`config.mk`:
```
export PLATFORM = sky130hd
export DESIGN_NAME = sfx_scheduler_flat
export DESIGN_NICKNAME = d
export VERILOG_FILES = /design/src/rtl/sfx_pkg.sv /design/src/rtl/sfx_scheduler_if.sv /design/src/rtl/sfx_rom.sv /design/src/rtl/sfx_scheduler.sv /design/src/flat_wrapper.sv
export SDC_FILE = /design/constraint.sdc
export NUM_CORES = 1
export LEC_CHECK = 0
export CORE_MARGIN = 5
export CORE_UTILIZATION = 50
export CTS_CLUSTER_DIAMETER = 50
export DETAILED_ROUTE_END_ITERATION = 10
export GPL_TIMING_DRIVEN = 0
export PLACE_DENSITY = 0.77
export SETUP_SLACK_MARGIN = 0.4
export SLEW_MARGIN = 20
export SYNTH_ARGS = -nofsm -noshare
export SYNTH_HDL_FRONTEND = slang
export SYNTH_SLANG_ARGS = --single-unit
```
`constraint.sdc`:
```
create_clock -name clk -period 2.8 [get_ports clk]
set_input_delay 0.56 -clock clk [delete_from_list [all_inputs] [get_ports clk]]
set_output_delay 0.56 -clock clk [all_outputs]
set_load 0.02 [all_outputs]
```
`src/rtl/sfx_pkg.sv`:
```
// Shared types and constants for the sound-effect scheduler: FSM states,
// effect ids (numeric order equals priority) and the note table.
package sfx_pkg;

    typedef enum logic [1:0] {
        StIdle = 2'd0,
        StLoad = 2'd1,
        StPlay = 2'd2
    } state_e;

    localparam logic [1:0] IdNone   = 2'd0;
    localparam logic [1:0] IdSheep  = 2'd1;
    localparam logic [1:0] IdSword  = 2'd2;
    localparam logic [1:0] IdPlayer = 2'd3;

    localparam int unsigned PeriodW    = 8;
    localparam int unsigned EntryTickW = 4;
    localparam int unsigned NoteW      = PeriodW + EntryTickW;
    localparam int unsigned TableNotes = 4;

    // Indexed as SfxTable[id][note]; each entry is {period, ticks}.
    // Rows are listed id 3..0, notes within a row 3..0.
    localparam logic [3:0][3:0][NoteW-1:0] SfxTable = {
        {12'h608, 12'h904, 12'hC04, 12'hF04},  // player
        {12'h381, 12'h301, 12'h281, 12'h201},  // sword
        {12'h000, 12'h000, 12'h302, 12'h402},  // sheep
        {12'h000, 12'h000, 12'h000, 12'h000}   // none
    };

    // Highest-priority id among pending bits (bit 0 sheep .. bit 2 player).
    function automatic logic [1:0] top_id(input logic [2:0] pend);
        if (pend[2]) return IdPlayer;
        if (pend[1]) return IdSword;
        if (pend[0]) return IdSheep;
        return IdNone;
    endfunction

    // Pending-bit mask for an effect id.
    function automatic logic [2:0] id_mask(input logic [1:0] id);
        case (id)
            IdSheep:  return 3'b001;
            IdSword:  return 3'b010;
            IdPlayer: return 3'b100;
            default:  return 3'b000;
        endcase
    endfunction

endpackage

```
`src/rtl/sfx_scheduler_if.sv`:
```
// Request/timebase inputs and oscillator-control outputs of the scheduler.
interface sfx_scheduler_if;
    import sfx_pkg::*;

    logic               tick;
    logic               req_sheep;
    logic               req_sword;
    logic               req_player;
    logic [PeriodW-1:0] period;
    logic               gate;
    logic               busy;
    logic [1:0]         active_id;
    logic               done;

    modport master (
        output tick, req_sheep, req_sword, req_player,
        input  period, gate, busy, active_id, done
    );

    modport slave (
        input  tick, req_sheep, req_sword, req_player,
        output period, gate, busy, active_id, done
    );

endinterface

```
`src/rtl/sfx_rom.sv`:
```
// Combinational effect-table lookup: (id, note_idx) -> {period, ticks}.
// Notes beyond the stored table read as a zero-tick terminator.
module sfx_rom
    import sfx_pkg::*;
#(
    parameter int unsigned NUM_NOTES = 4,
    parameter int unsigned TICK_W    = 4,
    localparam int unsigned IdxW     = (NUM_NOTES > 1) ? $clog2(NUM_NOTES) : 1
) (
    input  logic [1:0]         id,
    input  logic [IdxW-1:0]    note_idx,
    output logic [PeriodW-1:0] period,
    output logic [TICK_W-1:0]  ticks
);

    logic [NoteW-1:0] entry;
    logic [1:0]       idx2;

    // Select the table entry, falling back to all-zero past the table end.
    always_comb begin
        entry = '0;
        idx2  = 2'(note_idx);
        if (32'(note_idx) < TableNotes) begin
            entry = SfxTable[id][idx2];
        end
        period = entry[NoteW-1:EntryTickW];
        ticks  = TICK_W'(entry[EntryTickW-1:0]);
    end

endmodule

```
`src/rtl/sfx_scheduler.sv`:
```
// Sound-effect scheduler: edge-detects three collision requests, arbitrates
// by priority with preemption, and steps through the selected effect's notes
// in units of the frame tick, driving the oscillator period and gate.
module sfx_scheduler
    import sfx_pkg::*;
#(
    parameter int unsigned NUM_NOTES = 4,
    parameter int unsigned TICK_W    = 4,
    localparam int unsigned IdxW     = (NUM_NOTES > 1) ? $clog2(NUM_NOTES) : 1
) (
    input logic           clk,
    input logic           reset,
    sfx_scheduler_if.slave bus
);

    state_e              state_q;
    logic [2:0]          req_q;
    logic [2:0]          pending_q;
    logic [2:0]          pending_d;
    logic [2:0]          req_now;
    logic [2:0]          req_edge;
    logic [2:0]          grant_mask;
    logic [1:0]          grant_id;
    logic [1:0]          active_id_q;
    logic                do_grant;
    logic [IdxW-1:0]     note_idx_q;
    logic [TICK_W-1:0]   dur_cnt_q;
    logic [TICK_W-1:0]   rom_ticks;
    logic [PeriodW-1:0]  period_q;
    logic [PeriodW-1:0]  rom_period;
    logic                gate_q;
    logic                done_q;

    sfx_rom #(
        .NUM_NOTES (NUM_NOTES),
        .TICK_W    (TICK_W)
    ) u_rom (
        .id       (active_id_q),
        .note_idx (note_idx_q),
        .period   (rom_period),
        .ticks    (rom_ticks)
    );

    // Edge detection, arbitration and next pending set.
    always_comb begin
        req_now    = {bus.req_player, bus.req_sword, bus.req_sheep};
        req_edge   = req_now & ~req_q;
        grant_id   = top_id(pending_q);
        grant_mask = id_mask(grant_id);
        // From IDLE any pending effect wins; during playback only a strictly
        // higher id can preempt (ids are numerically ordered by priority).
        if (state_q == StIdle) begin
            do_grant = (grant_id != IdNone);
        end else begin
            do_grant = (grant_id > active_id_q);
        end
        // New edges are merged after the clear so a re-request of the
        // granted effect stays pending and replays later.
        pending_d = (pending_q & ~(do_grant ? grant_mask : 3'b000)) | req_edge;
    end

    // Request history and pending bits.
    always_ff @(posedge clk or posedge reset) begin
        if (reset) begin
            req_q     <= '0;
            pending_q <= '0;
        end else begin
            req_q     <= req_now;
            pending_q <= pending_d;
        end
    end

    // Playback FSM with registered outputs.
    always_ff @(posedge clk or posedge reset) begin
        if (reset) begin
            state_q     <= StIdle;
            active_id_q <= IdNone;
            note_idx_q  <= '0;
            dur_cnt_q   <= '0;
            period_q    <= '0;
            gate_q      <= 1'b0;
            done_q      <= 1'b0;
        end else begin
            done_q <= 1'b0;
            if (do_grant) begin
                // Grant or preemption; a coincident tick is deliberately dropped.
                state_q     <= StLoad;
                active_id_q <= grant_id;
                note_idx_q  <= '0;
                gate_q      <= 1'b0;
            end else begin
                unique case (state_q)
                    StIdle: begin
                    end
                    StLoad: begin
                        if (rom_ticks == '0) begin
                            state_q     <= StIdle;
                            active_id_q <= IdNone;
                            done_q      <= 1'b1;
                        end else begin
                            period_q  <= rom_period;
                            dur_cnt_q <= rom_ticks;
                            gate_q    <= 1'b1;
                            state_q   <= StPlay;
                        end
                    end
                    StPlay: begin
                        if (bus.tick) begin
                            dur_cnt_q <= dur_cnt_q - TICK_W'(1);
                            if (dur_cnt_q == TICK_W'(1)) begin
                                gate_q <= 1'b0;
                                if (note_idx_q == IdxW'(NUM_NOTES - 1)) begin
                                    state_q     <= StIdle;
                                    active_id_q <= IdNone;
                                    done_q      <= 1'b1;
                                end else begin
                                    note_idx_q <= note_idx_q + IdxW'(1);
                                    state_q    <= StLoad;
                                end
                            end
                        end
                    end
                    default: begin
                        state_q <= StIdle;
                    end
                endcase
            end
        end
    end

    assign bus.period    = period_q;
    assign bus.gate      = gate_q;
    assign bus.busy      = (state_q != StIdle);
    assign bus.active_id = active_id_q;
    assign bus.done      = done_q;

endmodule

```
`src/flat_wrapper.sv`:
```
// flat-port wrapper written by rule: the top's interface ports become plain ports
module sfx_scheduler_flat import sfx_pkg::*;
#(
    parameter int unsigned NUM_NOTES = 4,
    parameter int unsigned TICK_W    = 4,
    localparam int unsigned IdxW     = (NUM_NOTES > 1) ? $clog2(NUM_NOTES) : 1
)
  (clk, reset, bus_tick, bus_req_sheep, bus_req_sword, bus_req_player, bus_period, bus_gate, bus_busy, bus_active_id, bus_done);
  sfx_scheduler_if bus_i ();
  input logic clk;
  input logic reset;
  input wire logic [$bits(bus_i.tick)-1:0] bus_tick;
  input wire logic [$bits(bus_i.req_sheep)-1:0] bus_req_sheep;
  input wire logic [$bits(bus_i.req_sword)-1:0] bus_req_sword;
  input wire logic [$bits(bus_i.req_player)-1:0] bus_req_player;
  output wire logic [$bits(bus_i.period)-1:0] bus_period;
  output wire logic [$bits(bus_i.gate)-1:0] bus_gate;
  output wire logic [$bits(bus_i.busy)-1:0] bus_busy;
  output wire logic [$bits(bus_i.active_id)-1:0] bus_active_id;
  output wire logic [$bits(bus_i.done)-1:0] bus_done;
  assign bus_i.tick = bus_tick;
  assign bus_i.req_sheep = bus_req_sheep;
  assign bus_i.req_sword = bus_req_sword;
  assign bus_i.req_player = bus_req_player;
  assign bus_period = bus_i.period;
  assign bus_gate = bus_i.gate;
  assign bus_busy = bus_i.busy;
  assign bus_active_id = bus_i.active_id;
  assign bus_done = bus_i.done;
  sfx_scheduler #(.NUM_NOTES(NUM_NOTES), .TICK_W(TICK_W)) u_core (.clk(clk), .reset(reset), .bus(bus_i));
endmodule
```
---- After elaboration in Yosys (flattened, before gate mapping) ----
Index checks and enable logic that the tools add are counted.
operators by class
  equal/unequal tests ..................... 16
  shift-type cells ........................ 0
  divide/modulo/power cells ............... 0
  bitwise operators ....................... 7
  add/sub/neg operators ................... 2
  muxes and demuxes ....................... 50
  reductions and logical operators ........ 15
  $mul .................................... 0
  order comparisons ....................... 3
operators with widths
  kind                                                        count
  binary-select mux 48 bit (select 2 bit)                     1
  2-to-1 mux 48 bit                                           1
  2-to-1 mux 2 bit                                            20
  binary-select mux 12 bit (select 2 bit)                     1
  2-to-1 mux 1 bit                                            17
  2-to-1 mux 12 bit                                           1
  AND reduction 4 bit                                         3
  nonzero test 2 bit                                          6
  != test 3 x 1 -> 1 bit, second input constant               3
  one-hot mux 3 bit (3 select lines)                          1
  equality test 2 bit, second input constant                  4
  2-to-1 mux 4 bit                                            2
  one-hot mux 4 bit (2 select lines)                          1
  bitwise AND 3 bit                                           2
  less-than comparator 2 x 3 -> 1 bit, second input constant  2
  != test 3 x 2 -> 1 bit, second input constant               2
  NOT 3 bit                                                   2
  one-hot mux 2 bit (3 select lines)                          1
  AND reduction 3 bit                                         2
  AND reduction 5 bit                                         1
  equality test 2 x 1 -> 1 bit, second input constant         2
  equality test 4 x 1 -> 1 bit, second input constant         1
  logical NOT 4 bit                                           1
  != test 2 x 1 -> 1 bit, second input constant               2
  11 further kinds                                            14
storage, ports and cells
  bits in latches ......................... 0
  memories kept ........................... 0
  RAM bits ................................ 0
  word-level logic and storage cells ...... 102
  bits in read-only memories .............. 0
  register bits ........................... 26

---- Longest topological paths before layout ----
Gate-level depths: netlist of run 1.
  depth in word-level cells ............... 13
  gate-level depth with buffers ........... 8
  mapped depth without buffers ............ 7

---- Cells and area by module ----
From an unflattened synthesis of run 1, not the netlist that was laid out.
unflattened totals
  cells, all modules ...................... 151
  area, all modules ....................... 1552.7 um^2
modules (own cells, without submodules)
  module         times used  area each (um^2)  cells each
  sfx_scheduler  1           1343.8            125
  sfx_rom        1           209.0             26

---- Worst setup path before layout of run 1 ----
OpenSTA, ideal clock, no wires.
  path kind ............................... reg-to-reg
  start point ............................. register u_core.active_id_q[1] (netlist: u_core.bus.active_id[1])
  end point ............................... register u_core.period_q[4] (netlist: u_core.bus.period[4])
  setup time .............................. 0.128 ns
  path buffers ............................ 1
  period minus slack after synthesis ...... 2.125 ns
  slack ................................... 0.675 ns
  required time ........................... 2.672 ns
  data arrival time ....................... 1.997 ns
  stages on the path, launching flop included .. 8
  path through ............................ dfrtp_1 > inv_1 > ha_1 > nor2b_1 > o311a_1 > buf_2 > nor2_4 > mux2_1
between the ends
  word-level cells in the longest chain between the ends .. 7
RTL lines
  what                                     RTL line              source
  from (decl)                              sfx_scheduler.sv:24   logic [1:0] active_id_q;
  from (signal assigned)                   sfx_scheduler.sv:77   active_id_q <= IdNone;
  from (signal assigned)                   sfx_scheduler.sv:88   active_id_q <= grant_id;
  from (signal assigned)                   sfx_scheduler.sv:98   active_id_q <= IdNone;
  binary-select mux 48 bit (select 2 bit)  sfx_rom.sv:24         entry = SfxTable[id][idx2];
  2-to-1 mux 48 bit (implied by the code)  sfx_rom.sv:24
  binary-select mux 12 bit (select 2 bit)  sfx_rom.sv:24
  2-to-1 mux 12 bit (implied by the code)  sfx_rom.sv:24
  logical NOT 4 bit                        sfx_scheduler.sv:96   if (rom_ticks == '0) begin
  NOT 1 bit (no line)                      n/a
  AND reduction 3 bit (no line)            n/a
  to (signal assigned)                     sfx_scheduler.sv:101  period_q <= rom_period;
  to (decl)                                sfx_scheduler.sv:29   logic [PeriodW-1:0] period_q;
Parallel ways exist; a longest one is shown, timed or not. The select of a mux whose other input is x is not followed.
A chain may end at the register's enable or synchronous reset.

---- Worst setup path after layout of run 1 ----
  start point ............................. register u_core.pending_q[1]
  end point ............................... register u_core.period_q[7] (netlist: u_core.bus.period[7])
between the ends
  word-level cells in the longest chain between the ends .. 9
RTL lines
  what                                                      RTL line                                  source
  from (decl)                                               sfx_scheduler.sv:18                       logic [2:0] pending_q;
  from (signal assigned)                                    sfx_scheduler.sv:69                       pending_q <= pending_d;
  2-to-1 mux 2 bit                                          sfx_pkg.sv:33                             if (pend[1]) return IdSword;
  2-to-1 mux 2 bit                                          sfx_pkg.sv:34                             if (pend[0]) return IdSheep;
  2-to-1 mux 2 bit                                          sfx_pkg.sv:35                             return IdNone;
  2-to-1 mux 2 bit *                                        sfx_pkg.sv:34
  2-to-1 mux 2 bit *                                        sfx_pkg.sv:33
  > comparator 2 bit or nonzero test 2 bit (tied branches)  sfx_scheduler.sv:55, sfx_scheduler.sv:53
  2-to-1 mux 1 bit *                                        sfx_scheduler.sv:52                       if (state_q == StIdle) begin
  NOT 1 bit (no line) *                                     n/a
  AND reduction 3 bit (no line) *                           n/a
Every way passes the cells marked *; elsewhere a longest branch is shown, timed or not. The select of a mux whose other input is x is not followed.

==> results of run 1 <==
==> per-stage QoR <==
step           total power, mW  area, um2  std cells
6_report                 1.947       1615        194
5_1_grt                  2.103       1615        194
4_1_cts                  1.937       1613        194
3_5_place_dp             1.742       1578        190
3_3_place_gp             1.673       1578        190
2_1_floorplan            1.369       1389        144
==> worst max-delay path: stages (launching register included) <==
cell,delay (ns)
dfrtp_1,0.43
nor2_1,0.18
inv_1,0.08
ha_1,0.29
nor2b_1,0.17
o311a_1,0.32
buf_2,0.20
nor2_4,0.17
mux2_1,0.34
==> report_power, final <==
group / switching, mW / internal [mW] / leakage, nW
Combinational: 0.752 / 0.494 / 0.431
Sequential: 0.0905 / 0.452 / 0.288
Clock: 0.105 / 0.0535 / 0.0177
==> how the worst max path moves through the flow <==
stage | from | to | cells after the start
detailed placement | u_core.pending_q[1] | u_core.dur_cnt_q[2] | 7
CTS | u_core.state_q[0] | u_core.bus.period[7] | 7
global route | u_core.pending_q[1] | u_core.bus.period[7] | 8
finish | u_core.pending_q[1] | u_core.bus.period[7] | 8
floorplan | u_core.bus.active_id[1] | u_core.bus.period[4] | 7
global placement | u_core.pending_q[2] | u_core.dur_cnt_q[2] | 7
==> registers in the layout (all words and copies together) (netlist names), 2 cells and up <==
register	cells
u_core.bus.active_id	2
u_core.bus.period	5
u_core.req_q	3
u_core.pending_q	3
u_core.note_idx_q	2
u_core.state_q	2
u_core.dur_cnt_q	4
==> repair_timing <==
action,CTS,global route
endpoints found under the setup margin,7,6
resized for setup,1,2
endpoints found under the hold margin,0,0
cloned,0,0
==> layer usage <==
metal	vias to the layer above	wire length (um)	share of wire [%]
met4	0	84	2.7
met1	561	1335	43
met3	11	170	5.4
met5	-	0	0
met2	48	1540	49
li1	548	-	-
==> cell usage after synthesis (3+ instances only) <==
| cell type | instances | area, um2 |
|---|---|---|
| mux2_1 | 4 | 45.04 |
| dfrtp_1 | 23 | 575.6 |
| nand3_1 | 3 | 15.01 |
| nor2_1 | 6 | 22.52 |
| buf_4 | 3 | 22.52 |
| inv_1 | 18 | 67.56 |
| o21ai_0 | 9 | 45.04 |
| a21oi_1 | 5 | 25.02 |
| nand2_1 | 8 | 30.03 |
| clkbuf_1 | 3 | 11.26 |
| mux2i_1 | 4 | 40.04 |
| a31oi_1 | 3 | 18.77 |
| ha_1 | 11 | 137.6 |
| nand4_1 | 7 | 43.79 |
| nand2b_1 | 3 | 18.77 |
==> cell families after synthesis <==
kind of cell	Yosys count
AO/OA/AOI/OAI	34
XOR/XNOR	1
adder cells (fa/ha/maj)	11
buffers and inverters	25
flip-flops	23
multiplexers	9
other	1
AND/OR/NAND/NOR	38
==> area by class of cell <==
class	count	area [um2]
well taps	31	38.79
flip-flops and latches	23	575.6
inverters	18	67.56
fillers	244	1095
plain buffers	7	38.79
clock inverters	1	5.005
multi-input cells	96	716.9
clock buffers	3	22.52
repair buffers	15	150.1
==> run metrics, run 1 <==
number of global-route vias before repair=1,220; period utilization=81.42%; layout cells sized above 1=8.589%; simple-gate share of the synthesized area=15.40%; FMAX=about 440 MHz; fin nets=roughly 180; r2r setup slk=0.52 ns; synth-to-layout area growth=16.94%; most frequent cells in the layout=dfrtp_1, inv_1, clkdlybuf4s50_1; Yosys warning total=0; Seq/Total Area, Yosys=41.67%; Hold Worst Slack=between 0.4 and 0.5 ns; largest net degree at the start of global routing=24; CP Launch Type=register; Power Density=1205 nW/um2; Vert. Die Dim=62.56 um; met2 Usage GRT=28.37%; skew final=0.005045 ns; Crit Path Max Fanout=10; Tot GR Track Use=16.63%; reg2reg end=u_core.bus.period[7]; peak supply drop=0.7932 mV; met1 Usage GRT=20.32%; CTS H-tree lvls=1; min-delay src=u_core.req_q[2]; RSZ-0062 raised after global routing=no; Die X=62.56 um; most common cell after layout, fill and taps aside=dfrtp_1; gp weighted congestion=0.8266; fin crit period=~2.3 ns; RR Startpoint=u_core.pending_q[1]; Clock Tree Root=clkbuf_4; Slew headroom=40.96%; worst r2r path cells=8; Initial Util=50.97%; final hold vios=0; pre-CTS WS=~0.32 ns; Wirelength per Cell=16.14 um; Compound-Gate Fraction of Synth Area=16.58%; vias post-DR=1,168; Antenna Nets Post-Route=0; hold depth=1; drt total wl=3.131 mm; Seq cells post-synth=23; first-pass GRT wire length=about 5.3 mm; maxcap violations=0; Setup CP Type=reg -> reg; fin. max-slew vios=0; smallest setup slack after layout=0.5202 ns; DIE AREA=3914 um2; Slew @ Worst Pin=roughly 0.9 ns; synthesized area=1381 um2; asr flop ratio synth=100.0%; status=finished clean; IO Port Bufs=15; floorplan row count=19; clock insertion delay at the later pin of the skew report=0.32 ns; antenna violations before repair=0; Setup violations, final=0; utilization after layout=59.60%; Post-synth EDFFs=0; Pre-antenna DRT Iters=4; # DRC=0; multiplexer share of the synthesized area=7.790%; leak pwr=0.7362 nW; core footprint=2710 um2; Cells after Synth=roughly 140; CP Data Arrival Time=2.50 ns; crit end category=register; cts bufs inserted=3; Setup Buffers After CTS=0; M3 GR Usage=3.058%; IO Pins=19; drt via density=6.021; Synth Area in Adders=about 10%; clk sink count=23; Yosys cell types=41; Total Neg Setup Slack=0 ns; Reg clk slew, reported paths=0.13 ns; largest family of logic cells by synthesized area=compound AO/OA/AOI/OAI gates; Avg Cell Area, Syn=9.728 um2; Hold Crit Class=reg -> reg; grt total ovfl=0; Detail Placement HPWL=about 2.3 mm; Synth Area in XOR/XNOR=0.6341%; CTS Buffer Depth=2; grt peak-use layer=met2; worst path required time=3.02 ns; top_reg_cell synth=dfrtp_1; WHS Endpoint=u_core.pending_q[2]; Initial DRC Count=between 40 and 50; Ant. Diodes=0; CTS tree=built; Hold-fix buffers, CTS=0
Note: power is estimated with default switching activity, not from simulation.
==> run 2, diff against run 1 <==
==> constraint.sdc (replaced) <==
create_clock -name clk -period 2.3 [get_ports clk]
set_input_delay 0.46 -clock clk [delete_from_list [all_inputs] [get_ports clk]]
set_output_delay 0.46 -clock clk [all_outputs]
set_load 0.02 [all_outputs]
==> run 2 against run 1 <==
Effect of this change:
- final area rose by 19%
- worst setup slack got worse by 0.27 ns
- routed wire length rose by 19%
- combinational power rose by 100%
- clock power rose by 25%
- global-route usage rose by 1.5 points
- first-iteration DRC count rose by 110%
- utilization rose by 12 points
- register-to-register slack got worse by 0.27 ns
- die area did not move
- sequential share of layout area fell by 5.7 points
- worst hold slack got worse by 0.0058 ns
- largest cell class unchanged
- largest power group unchanged
==> run metrics, run 2 (synthesized netlist as in run 1, its figures left out) <==
vias post-DR=1,250; DIE AREA=3914 um2; Levels on crit path=8; Clock Tree Root=clkbuf_4; longest individual stage delay on the worst path=between 0.4 and 0.5 ns; IO Pins=19; hold depth=1; crit end category=register; CP Data Arrival Time=about 2.3 ns; synth-to-layout area growth=39.67%; Power Density=around 1800 nW/um2; Vert. Die Dim=between 60 and 70 um; worst r2r path cells=8; worst path cell trace=nor2_2, inv_2, ha_4, nor2b_4, o311a_1, buf_6, nor2_4, mux2_4; Reg clk slew, reported paths=0.14 ns; Hold Crit Class=reg -> reg; Setup violations, final=0; utilization after layout=71.19%; first-pass GRT wire length=5.837 mm; Die X=roughly 63 um; number of global-route vias before repair=1,280; floorplan row count=19; Critical Path Start=u_core.pending_q[2]; # DRC=0; maxcap violations=0; Antenna Nets Post-Route=0; CP Launch Type=register; clk sink count=23; slowest CP cell=dfrtp_1; drt via density=5.869; Slew @ Worst Pin=between 0.8 and 0.9 ns; largest net degree at the start of global routing=24; gp weighted congestion=0.8335; period utilization=89.06%; Ant. Diodes=0; core footprint=2710 um2; smallest setup slack after layout=0.2516 ns; min-delay src=u_core.req_q[2]; Initial Util=50.97%; layout cells sized above 1=31.87%; grt total ovfl=0; Wirelength per Cell=around 17 um; skew final=0.01138 ns; pre-CTS WS=-0.09066 ns; Initial DRC Count=87; RR Startpoint=u_core.pending_q[2]; final hold vios=0; CTS tree=built; peak supply drop=between 1 and 1.5 mV; Pre-antenna DRT Iters=4; number of flip-flops in the largest register=5; IO Port Bufs=15; Crit Path Max Fanout=4; most common cell after layout, fill and taps aside=dfrtp_1; fin. max-slew vios=0; Tot GR Track Use=18.16%; CTS H-tree lvls=1; status=finished clean; fin nets=200; Total Neg Setup Slack=0 ns; buffer and inverter count on the worst path=2; most frequent cells in the layout=dfrtp_1, buf_4, inv_1; Detail Placement HPWL=~2.2 mm; cts bufs inserted=3; Crit path max-delay family=simple AND/OR/NAND/NOR gates; leak pwr=0.8797 nW; Pwr Total=3.382 mW; clock insertion delay at the later pin of the skew report=0.32 ns; CTS Buffer Depth=2; fin crit period=2.048 ns; FMAX=approximately 500 MHz; worst path required time=2.51 ns; Setup CP Type=reg -> reg; antenna violations before repair=0; Slew headroom=41.04%; RSZ-0062 raised after global routing=yes; drt total wl=3.720 mm
-- run 2: final cells by class --
class	instances	area, um2
multi-input cells	96	873.3
flip-flops and latches	23	578.1
well taps	31	38.79
clock inverters	1	7.507
repair buffers	34	296.5
clock buffers	3	22.52
plain buffers	7	45.04
fillers	190	780.7
inverters	18	67.56
-- run 2: final timing paths --
kind | end | slack (ns)
max | u_core.bus.period[6] | 0.25
min | u_core.pending_q[2] | 0.43
max reg2reg | u_core.bus.period[6] | 0.25
min reg2reg | u_core.pending_q[2] | 0.43
max in group asynchronous | u_core.bus.active_id[0] | 1.09
min in group asynchronous | u_core.req_q[0] | 0.60
-- run 2: report_power, final --
| group | leakage [nW] | internal [mW] | switching (mW) |
|---|---|---|---|
| logic | 0.580 | 1.23 | 1.28 |
| registers | 0.286 | 0.554 | 0.120 |
| clock network | 0.0139 | 0.0664 | 0.133 |
| total | 0.880 | 1.85 | 1.53 |
-- run 2: per-stage QoR --
stage	area [um2]	std cells	hold WS, ns
floorplan	1410	144	0.3996
global placement	1599	190	0.4056
detailed placement	1599	190	0.4230
CTS	1821	205	0.4423
global route	1929	213	0.4724
finish	1929	213	0.4340
-- run 2: metal layers --
metal | vias up | global-route usage, % | routed length (um)
met5 | - | 0 | 0
met4 | 0 | 9.019 | 138
met3 | 17 | 3.597 | 163
met2 | 43 | 31.35 | 1891
met1 | 604 | 21.21 | 1527
li1 | 586 | - | -
-- run 2: what timing repair did --
| item | CTS | global route |
|---|---|---|
| buffers inserted | 11 | 8 |
| resized for setup | 28 | 14 |
| hold buffers | 0 | 0 |
| endpoints found under the setup margin | 17 | 21 |
| pin swaps | 8 | 8 |
-- run 2: worst register-to-register path: cells and delay by family, from the launching register on --
kind            cells  cell delay, ns
buf+inv             2            0.22
simple gates        3            0.45
mux                 1            0.32
flops               1            0.43
compound gates      1            0.32
fa+ha+maj           1            0.21
